File: config.mk
export PLATFORM = sky130hd
export DESIGN_NAME = id_pipe_stage
export DESIGN_NICKNAME = d
export VERILOG_FILES = /design/src/rtl/id_pipe_stage.sv
export SDC_FILE = /design/constraint.sdc
export NUM_CORES = 2
export LEC_CHECK = 0
export CAP_MARGIN = 20
export CORE_UTILIZATION = 50
export DETAILED_ROUTE_END_ITERATION = 10
export PLACE_DENSITY = 0.67
export SKIP_LAST_GASP = 1
export SLEW_MARGIN = 20
export SYNTH_ARGS = -nofsm -noshare
export SYNTH_HDL_FRONTEND = slang
export SYNTH_SLANG_ARGS = --single-unit
File: constraint.sdc
create_clock -name clk -period 51.2 [get_ports clk]
set_input_delay 7.68 -clock clk [delete_from_list [all_inputs] [get_ports clk]]
set_output_delay 7.68 -clock clk [all_outputs]
set_load 0.02 [all_outputs]
File: src/rtl/id_pipe_stage.sv
// Instruction-decode pipeline stage: register file with write-back bypass,
// immediate extension, operand selection and a load-use interlock.
module id_pipe_stage #(
  parameter int XLEN     = 32,
  parameter int NUM_REGS = 32
) (
  input  logic            clk,
  input  logic            reset,
  input  logic [31:0]     instr,
  input  logic            in_valid,
  output logic            in_ready,
  input  logic            ctl_reg_dst,
  input  logic            ctl_reg_wr,
  input  logic            ctl_alu_src,
  input  logic            ctl_ext_op,
  input  logic            ctl_imm_zero,
  input  logic            ctl_mem_rd,
  input  logic            wb_en,
  input  logic [4:0]      wb_addr,
  input  logic [XLEN-1:0] wb_data,
  input  logic            flush,
  output logic            out_valid,
  input  logic            out_ready,
  output logic [XLEN-1:0] out_op_a,
  output logic [XLEN-1:0] out_op_b,
  output logic [XLEN-1:0] out_bus_b,
  output logic [4:0]      out_dst,
  output logic            out_reg_wr,
  output logic            out_mem_rd
);

  localparam int         AW   = (NUM_REGS > 1) ? $clog2(NUM_REGS) : 1;
  localparam logic [5:0] NREG = 6'(NUM_REGS);

  logic [XLEN-1:0] r_regs [NUM_REGS];
  logic            r_valid;
  logic [XLEN-1:0] r_opA;
  logic [XLEN-1:0] r_opB;
  logic [XLEN-1:0] r_busB;
  logic [4:0]      r_dst;
  logic            r_regWr;
  logic            r_memRd;

  logic [4:0]             w_rs;
  logic [4:0]             w_rt;
  logic [4:0]             w_rd;
  logic                   w_wbWrite;
  logic [XLEN-1:0]        w_rsVal;
  logic [XLEN-1:0]        w_rtVal;
  logic [15:0]            w_imm16;
  logic signed [XLEN-1:0] w_immSext;
  logic [XLEN-1:0]        w_immExt;
  logic [XLEN-1:0]        w_opB;
  logic [4:0]             w_dst;
  logic                   w_advance;
  logic                   w_hazard;

  // Instruction fields use MSB-first numbering: field [6:10] is vector [25:21].
  assign w_rs = instr[25:21];
  assign w_rt = instr[20:16];
  assign w_rd = instr[15:11];

  assign w_wbWrite = wb_en && (wb_addr != 5'd0) && ({1'b0, wb_addr} < NREG);

  always_ff @(posedge clk or posedge reset) begin
    if (reset) begin
      for (int i = 0; i < NUM_REGS; i++) r_regs[i] <= '0;
    end else if (w_wbWrite) begin
      r_regs[wb_addr[AW-1:0]] <= wb_data;
    end
  end

  // Reads see a same-cycle write-back so the consumer never gets a stale value.
  always_comb begin
    w_rsVal = '0;
    if (w_wbWrite && (wb_addr == w_rs)) begin
      w_rsVal = wb_data;
    end else if ((w_rs != 5'd0) && ({1'b0, w_rs} < NREG)) begin
      w_rsVal = r_regs[w_rs[AW-1:0]];
    end
  end

  always_comb begin
    w_rtVal = '0;
    if (w_wbWrite && (wb_addr == w_rt)) begin
      w_rtVal = wb_data;
    end else if ((w_rt != 5'd0) && ({1'b0, w_rt} < NREG)) begin
      w_rtVal = r_regs[w_rt[AW-1:0]];
    end
  end

  assign w_imm16   = ctl_imm_zero ? 16'h0000 : instr[15:0];
  assign w_immSext = $signed(w_imm16);
  assign w_immExt  = ctl_ext_op ? $unsigned(w_immSext) : XLEN'(w_imm16);
  assign w_opB     = ctl_alu_src ? w_immExt : w_rtVal;
  assign w_dst     = ctl_reg_dst ? w_rd : w_rt;

  // A load still sitting in the output register cannot feed its consumer yet.
  assign w_advance = !r_valid || out_ready;
  assign w_hazard  = r_valid && r_memRd && r_regWr && (r_dst != 5'd0) &&
                     ((r_dst == w_rs) || (r_dst == w_rt));
  assign in_ready  = w_advance && !w_hazard && !flush;

  always_ff @(posedge clk or posedge reset) begin
    if (reset) begin
      r_valid <= 1'b0;
      r_opA   <= '0;
      r_opB   <= '0;
      r_busB  <= '0;
      r_dst   <= '0;
      r_regWr <= 1'b0;
      r_memRd <= 1'b0;
    end else if (flush) begin
      r_valid <= 1'b0;
      r_regWr <= 1'b0;
      r_memRd <= 1'b0;
    end else if (w_advance) begin
      if (in_valid && !w_hazard) begin
        r_valid <= 1'b1;
        r_opA   <= w_rsVal;
        r_opB   <= w_opB;
        r_busB  <= w_rtVal;
        r_dst   <= w_dst;
        r_regWr <= ctl_reg_wr;
        r_memRd <= ctl_mem_rd;
      end else begin
        r_valid <= 1'b0;
        r_regWr <= 1'b0;
        r_memRd <= 1'b0;
      end
    end
  end

  assign out_valid  = r_valid;
  assign out_op_a   = r_opA;
  assign out_op_b   = r_opB;
  assign out_bus_b  = r_busB;
  assign out_dst    = r_dst;
  assign out_reg_wr = r_regWr;
  assign out_mem_rd = r_memRd;

endmodule
== Yosys cells after proc, flatten, opt, wreduce, memory -nomap -nowiden ==
Index checks and enable logic that the tools add are counted.

* Bits in read-only memories: 0
* Memories: 0
* Flip-flop bits (word level): 1128
* Latch bits: 0
* Word-level logic and storage cells: 99
* Output and inout port bits: 105
* Bits of input ports: 81
* Bits in writable memories: 0

* Equal/unequal tests: 4
* Div/mod/pow operators: 0
* Bitwise operators: 4
* Add/subtract/negate cells: 0
* $mul: 0
* Order comparisons: 4
* Reduce and logical (&&, ||, !) cells: 22
* Mux-type cells: 26
* Shifts and indexed selects: 0

{| class="wikitable"
|+ Operators by type and width
! cell !! number
|-
| 1024-bit bitwise mux || 1
|-
| 32-bit 2-to-1 mux || 11
|-
| 32-bit binary-select mux with 5-bit select || 2
|-
| 32-bit demux with 5-bit select || 1
|-
| 5-bit equality test || 4
|-
| 5-bit nonzero test || 4
|-
| 6-bit greater-or-equal comparator, second input constant || 3
|-
| 5-bit NOT with 6-bit output || 3
|-
| 16-bit 2-to-1 mux || 1
|-
| 1-bit logical AND || 11
|-
| 1-bit 2-to-1 mux || 9
|-
| 6-bit by 1-bit less-than comparator with 1-bit output, second input constant || 1
|-
| 5-bit 2-to-1 mux || 1
|-
| 1-bit logical NOT || 3
|-
| 3-bit AND reduction || 1
|-
| 1-bit logical OR || 2
|-
| 2-bit nonzero test || 1
|-
| 1-bit NOT || 1
|}

== Logic depth before layout (Yosys ltp) ==
* Depth after elaboration: 9
* Gate-level depth with buffers: 11

== Worst setup path after synthesis ==
Ideal clock, no wire load.

* Kind: input to output
* From: input instr[16]
* To: output in_ready
* Stages: 7
* Path slack: 34.737 ns
* Arrival time: 8.783 ns
* Path buffers: 2
* Data required time: 43.520 ns
* Cells stage by stage: buf_6 > buf_6 > xor2_1 > nor3_1 > a22oi_1 > nor3_1 > nor2b_1

* Word-level cells in the longest chain between the ends: 6

{| class="wikitable"
|+ RTL lines
! element !! line !! source
|-
| start, declared || 9 || <nowiki>input logic [31:0] instr,</nowiki>
|-
| 5-bit equality test || 101 || <nowiki>((r_dst == w_rs) || (r_dst == w_rt));</nowiki>
|-
| 1-bit logical OR || 101 ||
|-
| 1-bit logical AND || 100 || <nowiki>assign w_hazard = r_valid && r_memRd && r_regWr && (r_dst != 5'd0) &&</nowiki>
|-
| 1-bit logical NOT || 102 || <nowiki>assign in_ready = w_advance && !w_hazard && !flush;</nowiki>
|-
| 1-bit logical AND (2 in a row) || 102 ||
|-
| end, declared || 11 || <nowiki>output logic in_ready,</nowiki>
|}

Every way passes these cells.

== Worst setup path after layout ==
* From: input instr[19]
* To: output in_ready

The elaborated chain is that of the path after synthesis.

==> key figures <==
Clocking
  – Max clock buf depth: 3
  – CTS sink count: 1128
  – Total CTS buffers: 120
  – CTS tree: built
  – CTS clk-pin slew, worst paths: ~60 ps
  – Clk_lat worst skew: 720 ps
  – Post_cts resized: 0
  – Hold Buf Count CTS: 0
  – H-tree Lvls: 3
  – Post-CTS setup buffer count: 0
  – Root buf cell: clkbuf_16

Worst hold path
  – Worst Hold Class: reg2reg

Synth
  – Post-Synth Adder-Cell Area: 0
  – Post-synthesis compound-gate area fraction: 0.0549
  – Flops & latches, synth: between 1000 and 1500
  – Xor/xnor cell area share of the yosys netlist: 0.00297
  – Main combinational cell family by area after synthesis: multiplexers
  – Distinct cell type count after synthesis: roughly 70
  – Post-synth top area share: 0.478
  – Mapped Cells: 4087
  – Synth warnings: 0
  – Multiplexer area fraction after synthesis: 0.394
  – Cell taking the most area after synthesis: dfrtp_1
  – Synthesized area per cell: roughly 14 µm²
  – Post-synth design cell area: 59000 µm²
  – Asr flop ratio synth: 1.00
  – Cell with the most instances after synthesis: dfrtp_1
  – Largest cells by area after synthesis: dfrtp_1 48%, mux2_2 19%, mux4_2 16%
  – Syn_nets: 4168
  – Post-synth EDFFs: 0
  – Post-synthesis simple-gate area fraction: 0.0300
  – Post-synth top cells: 1128 x dfrtp_1, 1021 x mux2_2, 415 x mux4_2
  – Ys flop type: dfrtp_1
  – Register area share after synthesis: 0.478

Worst setup path
  – Data required, critical path: ~44000 ps
  – Setup crit end kind: output port
  – Worst EP arrival: approximately 10000 ps
  – Critical Path Start Type: primary input
  – Critical path fanouts, max: 19
  – Crit Path Class: in2out

Finish
  – Finished Cell Area: approximately 66000 µm²
  – Area Growth Syn to Fin: 11.2%
  – Register Area: about 28000 µm²
  – Fillcell total: approximately 9400
  – Multi-input logic area: roughly 29000 µm²
  – Share of cells above drive strength 1: 0.444
  – Nets: around 4100

Detailed routing
  – Post-route DRC: 0
  – Vias post-DR: ~39000
  – DR iter-0 viols: between 4000 and 5000
  – Initial DRT Pass Iterations: 5
  – WL/cell: approximately 34 µm
  – Antenna Violating Nets Remaining: 0
  – Overall routed net length: 192000 µm
  – Vias per cell: 6.90

Power
  – Power Total: 2.61 mW
  – Clock power share: 0.341
  – Logic pwr share: 0.206
  – Switching share of power: 0.278
  – VDD IR-drop max: ~30 µV
  – Leak pwr: between 20 and 30 nW
  – Sw power: about 0.73 mW
  – Register share of total power: 0.452
  – PwrDens: roughly 40 nW/µm²
  – Pint: ~1.9 mW

Die
  – Ports: about 190
  – FP Rows: 125
  – Die area: approximately 120000 µm²
  – Core ar.: roughly 120000 µm²
  – Die W: ~350 µm
  – DIE HEIGHT: ~350 µm
  – Initial Utilization: 0.506

Placed design
  – Placement Setup Slack: 33470 ps
  – Dpl cell area: slightly above 60000 µm²
  – Port Buffers: roughly 180
  – GP Congestion: around 0.85
  – Hpwl dp: roughly 110000 µm

Global routing
  – Aggregate global routing overflow: 0
  – Global-route wire length before repair: ~280000 µm
  – Vias in the first global route: ~40000
  – Antenna violations before repair: 2
  – All-layer global routing usage: 0.322
  – Largest net degree at the start of global routing: roughly 170

STA
  – Hold Fails Final Rpt: 0
  – Pins Over Slew Limit: 0
  – TNS Setup: 0 ps
  – Slew margin rel.: 0.206
  – Worst slew pin tran: between 1000 and 1500 ps
  – Max Clock Skew: about 18 ps
  – Setup Viol. Count Final: 0
  – Final cycle utilization of the critical path: 0.347
  – RSZ-0062 raised after global routing: no
  – Hold slack: about 400 ps
  – F_max: ~56 MHz
  – Min Tclk post-route: 17750 ps
  – Final setup margin: approximately 33000 ps

Job
  – Max-cap viol count: 0

Status
  – Status: completed
## stage by stage
stage | cells | utilization
global placement | 5460 | 0.528
CTS | 5681 | 0.563
detailed placement | 5460 | 0.528
floorplan | 4087 | -
global route | 5683 | 0.562
finish | 5685 | 0.563
## placed cells by master (no fill, tap or decap), drive strengths merged, types with 69 or more instances in the layout
cell / n
mux2: 1022
mux2i: 189
o22ai: 161
mux4: 434
dfrtp: 1128
clkdlybuf4s50: 164
buf: 143
nand2: 69
nor2: 153
a22oi: 69
a21oi: 78
clkbuf: 173
## critical path, cell delays in order
cell	delay (ps)
clkdlybuf4s50_1	460
buf_4	280
xor2_1	180
nor2_1	70
a22oi_1	430
nor3_1	170
nor2b_1	150
clkdlybuf4s50_1	620
## worst paths after layout
check | from | endpoint | cells after the start | slack, ps
min | r_regs[1022] | r_regs[1022] | 0 | 400
max | instr[19] | in_ready | 8 | 33450
max in group asynchronous | reset | out_bus_b[17] | 5 | 40350
min reg2reg | r_regs[1022] | r_regs[1022] | 0 | 400
min in group asynchronous | reset | r_regs[426] | 2 | 7530
max reg2reg | out_dst[1] | out_bus_b[16] | 7 | 47250
## power groups by stage
| stage | clock [mW] | sequential [mW] | combinational [mW] |
|---|---|---|---|
| after floorplan | 0 | 1.18 | 0.389 |
| after global placement | 0 | 1.18 | 0.525 |
| after detailed placement | 0 | 1.19 | 0.537 |
| after CTS | 0.902 | 1.18 | 0.539 |
| after global routing | 0.936 | 1.20 | 0.573 |
| final | 0.893 | 1.18 | 0.539 |
## metal layers
metal	routed length (µm)	part of all wire	track usage	up-vias
met5	0	0	0	-
met1	76600	0.40	0.436	21100
met2	89700	0.47	0.504	1966
li1	-	-	-	15700
met3	16400	0.085	0.0598	461
met4	9530	0.050	0.149	0
## registers in the layout (all words and copies together), names as in the netlist
name        cells
out_reg_wr      1
out_dst         5
out_op_a       32
r_regs       1024
out_op_b       32
out_mem_rd      1
out_valid       1
out_bus_b      32
## logic make-up after synthesis
group	after synthesis
mux	1645
buf+inv	459
compound gates	475
xor+xnor	20
flops	1128
simple gates	360
## cell type report
type | count | area share
tap | 1524 | 0.0291
timing repair buffer | 307 | 0.0423
inverter | 2 | 0.000229
multi-input combinational | 2500 | 0.437
antenna | 3 | 0.000114
clock inverter | 48 | 0.00732
sequential | 1128 | 0.430
clock buffer | 173 | 0.0544
Note: power is estimated with default switching activity, not from simulation.
